### src/rtl/feature_log_packer.sv
// feature_log_packer
//   Accumulates a frame of unsigned spectral magnitudes into NUM_FEATURES bands
//   of BINS_PER_BAND consecutive bins each. When the frame ends, it emits one
//   Q8.8 log2 value per band on consecutive cycles. A frame that starts while
//   emission is in progress is dropped as a whole and reported once.
//
// Ports
//   clk_in            rising-edge clock
//   rst_in            asynchronous active-high reset
//   mag_data_in       unsigned magnitude of the current bin
//   mag_valid_in      mag_data_in is valid (no backpressure)
//   mag_last_in       the qualifying beat is the last bin of the frame
//   feature_data_out  signed Q8.8 log2 of the band energy
//   feature_valid_out feature_data_out is valid
//   feature_last_out  marks band NUM_FEATURES-1
//   frame_dropped_out one-cycle pulse when an input frame is discarded
module feature_log_packer #(
  parameter int NUM_FEATURES  = 16,
  parameter int BINS_PER_BAND = 8
) (
  input  logic               clk_in,
  input  logic               rst_in,
  input  logic [31:0]        mag_data_in,
  input  logic               mag_valid_in,
  input  logic               mag_last_in,
  output logic signed [15:0] feature_data_out,
  output logic               feature_valid_out,
  output logic               feature_last_out,
  output logic               frame_dropped_out
);

  localparam int          NUM_BINS = NUM_FEATURES * BINS_PER_BAND;
  localparam int          CNT_W    = $clog2(NUM_BINS + 1);
  localparam int          IDX_W    = (NUM_FEATURES > 1) ? $clog2(NUM_FEATURES) : 1;
  localparam int unsigned BPB      = BINS_PER_BAND;

  localparam logic [CNT_W-1:0] NUM_BINS_C = CNT_W'(NUM_BINS);
  localparam logic [IDX_W-1:0] LAST_IDX   = IDX_W'(NUM_FEATURES - 1);

  typedef enum logic [1:0] {ACCUM, EMIT, DISCARD} state_t;

  state_t           state;
  logic [31:0]      acc [NUM_FEATURES];
  logic [CNT_W-1:0] bin_cnt;
  logic             in_frame;     // a frame has started and not yet ended
  logic [IDX_W-1:0] emit_idx;
  logic             issue_done;   // every band has entered the conversion pipe
  logic             intr_seen;    // a beat arrived while emitting
  logic             intr_last;    // ...and that intruding frame already ended
  logic             seen_nxt;
  logic             last_nxt;

  logic [IDX_W-1:0] band_idx;
  logic             bin_in_range;

  logic             vld_p1;
  logic             last_p1;
  logic [31:0]      sum_p1;

  // Unsigned add clamped at the 32-bit ceiling.
  function automatic logic [31:0] sat_add32(input logic [31:0] a, input logic [31:0] b);
    logic [32:0] s;
    s = {1'b0, a} + {1'b0, b};
    return s[32] ? 32'hFFFF_FFFF : s[31:0];
  endfunction

  // Q8.8 log2: integer part is the leading-one position, fraction is the
  // eight bits just below it (zero-filled for small values).
  function automatic logic signed [15:0] log2_q88(input logic [31:0] s);
    logic [4:0] p;
    logic [7:0] frac;
    p = '0;
    for (int i = 0; i < 32; i++) begin
      if (s[i]) p = 5'(i);
    end
    frac = 8'({s, 8'h00} >> p);
    if (s == 32'h0) return 16'sh0000;
    return $signed({3'b000, p, frac});
  endfunction

  assign band_idx     = IDX_W'(32'(bin_cnt) / BPB);
  assign bin_in_range = (bin_cnt < NUM_BINS_C);

  // Include a beat landing on the very edge emission finishes.
  assign seen_nxt = intr_seen | mag_valid_in;
  assign last_nxt = intr_last | (mag_valid_in & mag_last_in);

  // ---- p0: frame control, band issue into the conversion pipe ----
  always_ff @(posedge clk_in or posedge rst_in) begin
    if (rst_in) begin
      state             <= ACCUM;
      bin_cnt           <= '0;
      in_frame          <= 1'b0;
      emit_idx          <= '0;
      issue_done        <= 1'b0;
      intr_seen         <= 1'b0;
      intr_last         <= 1'b0;
      vld_p1            <= 1'b0;
      last_p1           <= 1'b0;
      feature_valid_out <= 1'b0;
      feature_last_out  <= 1'b0;
      frame_dropped_out <= 1'b0;
    end else begin
      vld_p1            <= 1'b0;
      last_p1           <= 1'b0;
      frame_dropped_out <= 1'b0;
      feature_valid_out <= vld_p1;
      feature_last_out  <= vld_p1 & last_p1;
      case (state)
        ACCUM: begin
          if (mag_valid_in) begin
            if (!in_frame) begin
              bin_cnt  <= CNT_W'(1);
              in_frame <= 1'b1;
            end else if (bin_in_range) begin
              bin_cnt <= bin_cnt + CNT_W'(1);
            end
            if (mag_last_in) begin
              state      <= EMIT;
              in_frame   <= 1'b0;
              emit_idx   <= '0;
              issue_done <= 1'b0;
              intr_seen  <= 1'b0;
              intr_last  <= 1'b0;
            end
          end
        end
        EMIT: begin
          if (!issue_done) begin
            vld_p1  <= 1'b1;
            last_p1 <= (emit_idx == LAST_IDX);
            if (emit_idx == LAST_IDX) issue_done <= 1'b1;
            else                      emit_idx   <= emit_idx + IDX_W'(1);
          end
          intr_seen <= seen_nxt;
          intr_last <= last_nxt;
          // Leave once the final feature reaches the output register.
          if (vld_p1 && last_p1) begin
            frame_dropped_out <= seen_nxt;
            state             <= (seen_nxt && !last_nxt) ? DISCARD : ACCUM;
          end
        end
        DISCARD: begin
          if (mag_valid_in && mag_last_in) state <= ACCUM;
        end
        default: state <= ACCUM;
      endcase
    end
  end

  // ---- p0: band accumulators (cleared by the first beat of each frame) ----
  always_ff @(posedge clk_in or posedge rst_in) begin
    if (rst_in) begin
      for (int b = 0; b < NUM_FEATURES; b++) acc[b] <= 32'h0;
    end else if (state == ACCUM && mag_valid_in) begin
      if (!in_frame) begin
        for (int b = 0; b < NUM_FEATURES; b++) acc[b] <= (b == 0) ? mag_data_in : 32'h0;
      end else if (bin_in_range) begin
        acc[band_idx] <= sat_add32(acc[band_idx], mag_data_in);
      end
    end
  end

  // ---- p1: selected band sum ----
  always_ff @(posedge clk_in) begin
    if (state == EMIT && !issue_done) sum_p1 <= acc[emit_idx];
  end

  // ---- p2: log conversion into the held output register ----
  always_ff @(posedge clk_in or posedge rst_in) begin
    if (rst_in)      feature_data_out <= 16'sh0000;
    else if (vld_p1) feature_data_out <= log2_q88(sum_p1);
  end

endmodule

### config.mk
export PLATFORM = sky130hd
export DESIGN_NAME = feature_log_packer
export DESIGN_NICKNAME = d
export VERILOG_FILES = /design/src/rtl/feature_log_packer.sv
export SDC_FILE = /design/constraint.sdc
export NUM_CORES = 2
export LEC_CHECK = 0
export ABC_CLOCK_PERIOD_IN_PS = 22700
export BUFFER_PORTS_ARGS = -buffer_cell sky130_fd_sc_hd__buf_4
export CAP_MARGIN = 20
export CORE_MARGIN = 2
export CORE_UTILIZATION = 40
export DETAILED_ROUTE_END_ITERATION = 8
export MAX_ROUTING_LAYER = met4
export SKIP_CTS_REPAIR_TIMING = 1
export SYNTH_ARGS = -nofsm -noshare
export SYNTH_HDL_FRONTEND = slang
export SYNTH_SLANG_ARGS = --single-unit
export TNS_END_PERCENT = 5
### constraint.sdc
create_clock -name clk_in -period 22.7 [get_ports clk_in]
set_input_delay 1.135 -clock clk_in [delete_from_list [all_inputs] [get_ports clk_in]]
set_output_delay 1.135 -clock clk_in [all_outputs]
set_load 0.03 [all_outputs]
==> metrics.md <==
| Metric | Value |
|---|---|
| Avg Cell Area, Syn | between 10 and 15 sq um |
| Top_reg_cell synth | dfrtp_1 |
| EDFF count, synth | 32 |
| Data required, critical path | about 23000 ps |
| Ratio of cells with drive above 1 in the final layout | a little under a fifth |
| Grt ovf | 0 |
| Via count | ~27000 |
| I/O pins | 55 |
| Clock transition at path regs | ~60 ps |
| Pleak | ~15 nW |
| Worst Min Path Start | feature_data_out[12]$_DFFE_PP0P_ |
| Initial antenna violation count | 8 |
| GRT Overall Usage | between 20% and 30% |
| Slowest cell delay on critical path | 880 ps |
| Pwr Density | approximately 120 mW/mm^2 |
| Synth area leaders | dfrtp_1 42%, mux4_2 16%, o21ai_0 6.5% |
| Length of the first detailed-routing pass in iterations | 6 |
| CP max-delay cell | dfrtp_4 |
| Hold endpoint | feature_data_out[12]$_DFFE_PP0P_ |
| H-tree depth reported by CTS | 3 |
| Post-Route Skew | approximately 35 ps |
| TNS Setup | 0 ps |
| Post-synthesis sequential area ratio | between 40% and 50% |
| Routed Antenna Nets | 0 |
| Yosys warnings | 0 |
| End of the worst register-to-register path | acc[243]$_DFFE_PP0P_ |
| Final setup viols | 0 |
| Largest net degree at the start of global routing | 178 |
| Placeable Area | 0.08042 sq mm |
| Worst-path cell chain | buf_4, buf_4, mux4_2, mux4_2, ha_1, a21oi_1, o21ai_0, a2111oi_0, inv_1, o2111ai_2, and2_4, o21ai_4, buf_4, nor2_1, o21ai_0 |
| CP top delay family | buffers and inverters |
| Vias per Instance | about 6.6 |
| Startpoint types | flop |
| Clock latency on the worst-skew pair | 630 ps |
| Largest area contributor in the netlist | dfrtp_1 |
| GP Congestion | 0.9077 |
| GR peak layer | met2 |
| Max Cap Violations | 0 |
| Number of global-route vias before repair | about 27000 |
| CP Depth | 15 |
| Hold Vio Cnt, Final | 0 |
| Netlist Area Pre-Place | approximately 0.032 sq mm |
| Total Power | approximately 0.0043 W |
| Die X | between 200 and 300 um |
| Critical path fanouts, max | 40 |
| Routed len/inst | 29.25 um |
| FF-to-FF path depth | 15 |
| Mapped Cells | 3007 |
| Global-route wire length before repair | 175.7 mm |
| Dpl ws | about 15000 ps |
| DRC viols | 0 |
| Hold Crit Depth | 1 |
| Post-Place Cells | between 3000 and 4000 |
| Distinct cells, synth | 90 |
| Final std cells w/o fill | between 4000 and 5000 |
| VDD IR max | 0.09078 mV |
| Starting Density | 40.40% |
| CP dominant cell by count | buf_4 |
| Initial DRC count | 3213 |
| Met2 Resource Use GR | between 40% and 50% |
| Height of the chip | just under 300 um |
| DP Wirelength | 70.44 mm |
| Fmax achieved | approximately 0.14 GHz |
| Number of register bits inferred by synthesis | between 500 and 600 |
| Tcrit/Tclk final | between 30% and 40% |
| M3 GR Usage | between 7 and 8% |
| Class of the worst hold path | reg2reg |
| Status | finished, final reports clean |
| Post-synthesis async set-or-reset flop share | 94.48% |
| GR Util met1 | 37.22% |
| Nets | approximately 3000 |
| Setup WS post-layout | 15330 ps |
| P&R area growth vs syn | 11.17% |
| Max_slew headroom | 16.08% |
| RSZ-0062 raised after global routing | no |
| Post-layout minimum cycle time | around 7400 ps |
| Cell area after layout | approximately 0.036 sq mm |
| Std-Cell Rows | 104 |
| Total die area | 0.08351 sq mm |
| Slew @ Worst Pin | about 1300 ps |
| CTS tree | yes |
| Drt total wl | about 120 mm |
| CP endpoint kind | flop |
| Top cell type's share of synthesized area | around 42% |
| Reg-to-reg startpoint | bin_cnt[3]$_DFFE_PP0P_ |
| Clock buffer depth | 3 |
| # fillers | ~7400 |
| Post-DP Area | between 0.03 and 0.04 sq mm |
| Crit path buf inv count | 4 |
| Clock root buffer | clkbuf_16 |
| Clock net sink count | 580 |
| FF-to-FF setup slack | roughly 15000 ps |
| Port Buf Inserts | between 50 and 60 |
| Critical path class | reg2reg |
| Worst Path Arrival | 7800 ps |
| CTS buffer count | 68 |
| Final slew viol count | 0 |
==> cells in the final DEF (no fill, tap or decap), types with 14 or more instances in the layout <==
| cell type | n |
|---|---|
| nor2_1 | 82 |
| inv_1 | 26 |
| a21o_1 | 16 |
| mux2_2 | 23 |
| o21ai_1 | 23 |
| nand2_1 | 506 |
| buf_4 | 107 |
| nand3_1 | 54 |
| o21ai_0 | 421 |
| xnor2_1 | 14 |
| a21oi_1 | 91 |
| a22o_1 | 124 |
| a221oi_1 | 42 |
| ha_1 | 34 |
| o211ai_1 | 30 |
| dfrtp_1 | 541 |
| clkbuf_1 | 14 |
| mux2i_1 | 124 |
| clkbuf_16 | 69 |
| and3_1 | 23 |
| a22oi_1 | 40 |
| mux4_2 | 226 |
| edfxtp_1 | 32 |
==> routing by layer <==
layer	up-vias	share of wire [%]
met5	-	0
met4	0	5.4
met3	414	11
met2	1584	45
met1	13550	39
li1	11110	-
==> kinds of logic after synthesis <==
| kind of cell | synth area share (%) |
|---|---|
| adders and majority gates | 1.371 |
| other | 0.01154 |
| buffers and inverters | 3.694 |
| AOI/OAI and AO/OA | 18.08 |
| and+or+nand+nor | 10.66 |
| muxes | 20.29 |
| DFF | 45.17 |
| xor gates and xnor gates | 0.7279 |
==> cell type report <==
| class | instances | area (sq um) | share of cell area (%) |
|---|---|---|---|
| tap | 1060 | 1326 | 3.672 |
| timing repair buffer | 112 | 877.1 | 2.429 |
| multi-input combinational | 2138 | 16880 | 46.73 |
| sequential | 580 | 14700 | 40.69 |
| clock buffer | 94 | 1931 | 5.346 |
| inverter | 28 | 112.6 | 0.3118 |
| clock inverter | 21 | 291.5 | 0.8072 |
| antenna | 2 | 5.005 | 0.01386 |
==> state kept, by name, summed over array words and instances, names as in the netlist, 2 cells and up <==
signal and cells:
acc 512, sum_p1 32, feature_data_out 13, bin_cnt 8, emit_idx 4, state 2
==> stage by stage <==
step | hold slack, ps | utilization (%)
after CTS | 483.3 | 44.83
final | 480.5 | 44.91
after detailed placement | 471.6 | 42.07
after floorplan | 411.2 | -
after global placement | 461.9 | 42.07
after global routing | 494.9 | 44.91
==> where the power goes <==
part / total, W / switching (W) / leakage (nW) / internal [W]
Sequential: 0.00128 / 0.000131 / 7.81 / 0.00115
Clock: 0.00111 / 0.000462 / 1.09 / 0.000644
Combinational: 0.00194 / 0.00129 / 6.01 / 0.000653
Total: 0.00433 / 0.00188 / 14.9 / 0.00245
==> worst max-delay path by stage <==
stage / end / slack [ps] / startpoint
after floorplan: acc[0]$_DFFE_PP0P_ / 6240 / rst_in
after global placement: acc[430]$_DFFE_PP0P_ / 15290 / bin_cnt[3]$_DFFE_PP0P_
after detailed placement: acc[398]$_DFFE_PP0P_ / 15320 / bin_cnt[3]$_DFFE_PP0P_
after CTS: acc[398]$_DFFE_PP0P_ / 15290 / bin_cnt[3]$_DFFE_PP0P_
after global routing: acc[398]$_DFFE_PP0P_ / 14840 / bin_cnt[3]$_DFFE_PP0P_
final: acc[243]$_DFFE_PP0P_ / 15330 / bin_cnt[3]$_DFFE_PP0P_
==> Yosys cell counts (all sizes together), types with 14 or more instances <==
cell and count:
ha 34, nor2 101, dfrtp 548, nor2b 14
mux4 226, mux2i 124, nand3 54, a21oi 106
a21o 17, mux2 23, a22o 125, a22oi 40
edfxtp 32, and3 24, o211ai 30, a221oi 43
o21ai 457, clkbuf 202, nand2 515, xnor2 14
buf 61, inv 28
==> worst reg2reg max path, delay by kind of cell, from the launching register on <==
family                     cells  cell delay (ps)
DFF                            1              880
AOI/OAI and AO/OA              6             1720
muxes                          2             1090
adders and majority gates      1              380
and+or+nand+nor                2             1030
buffers and inverters          4             2070
No activity file was read; power rests on OpenSTA's default activity.
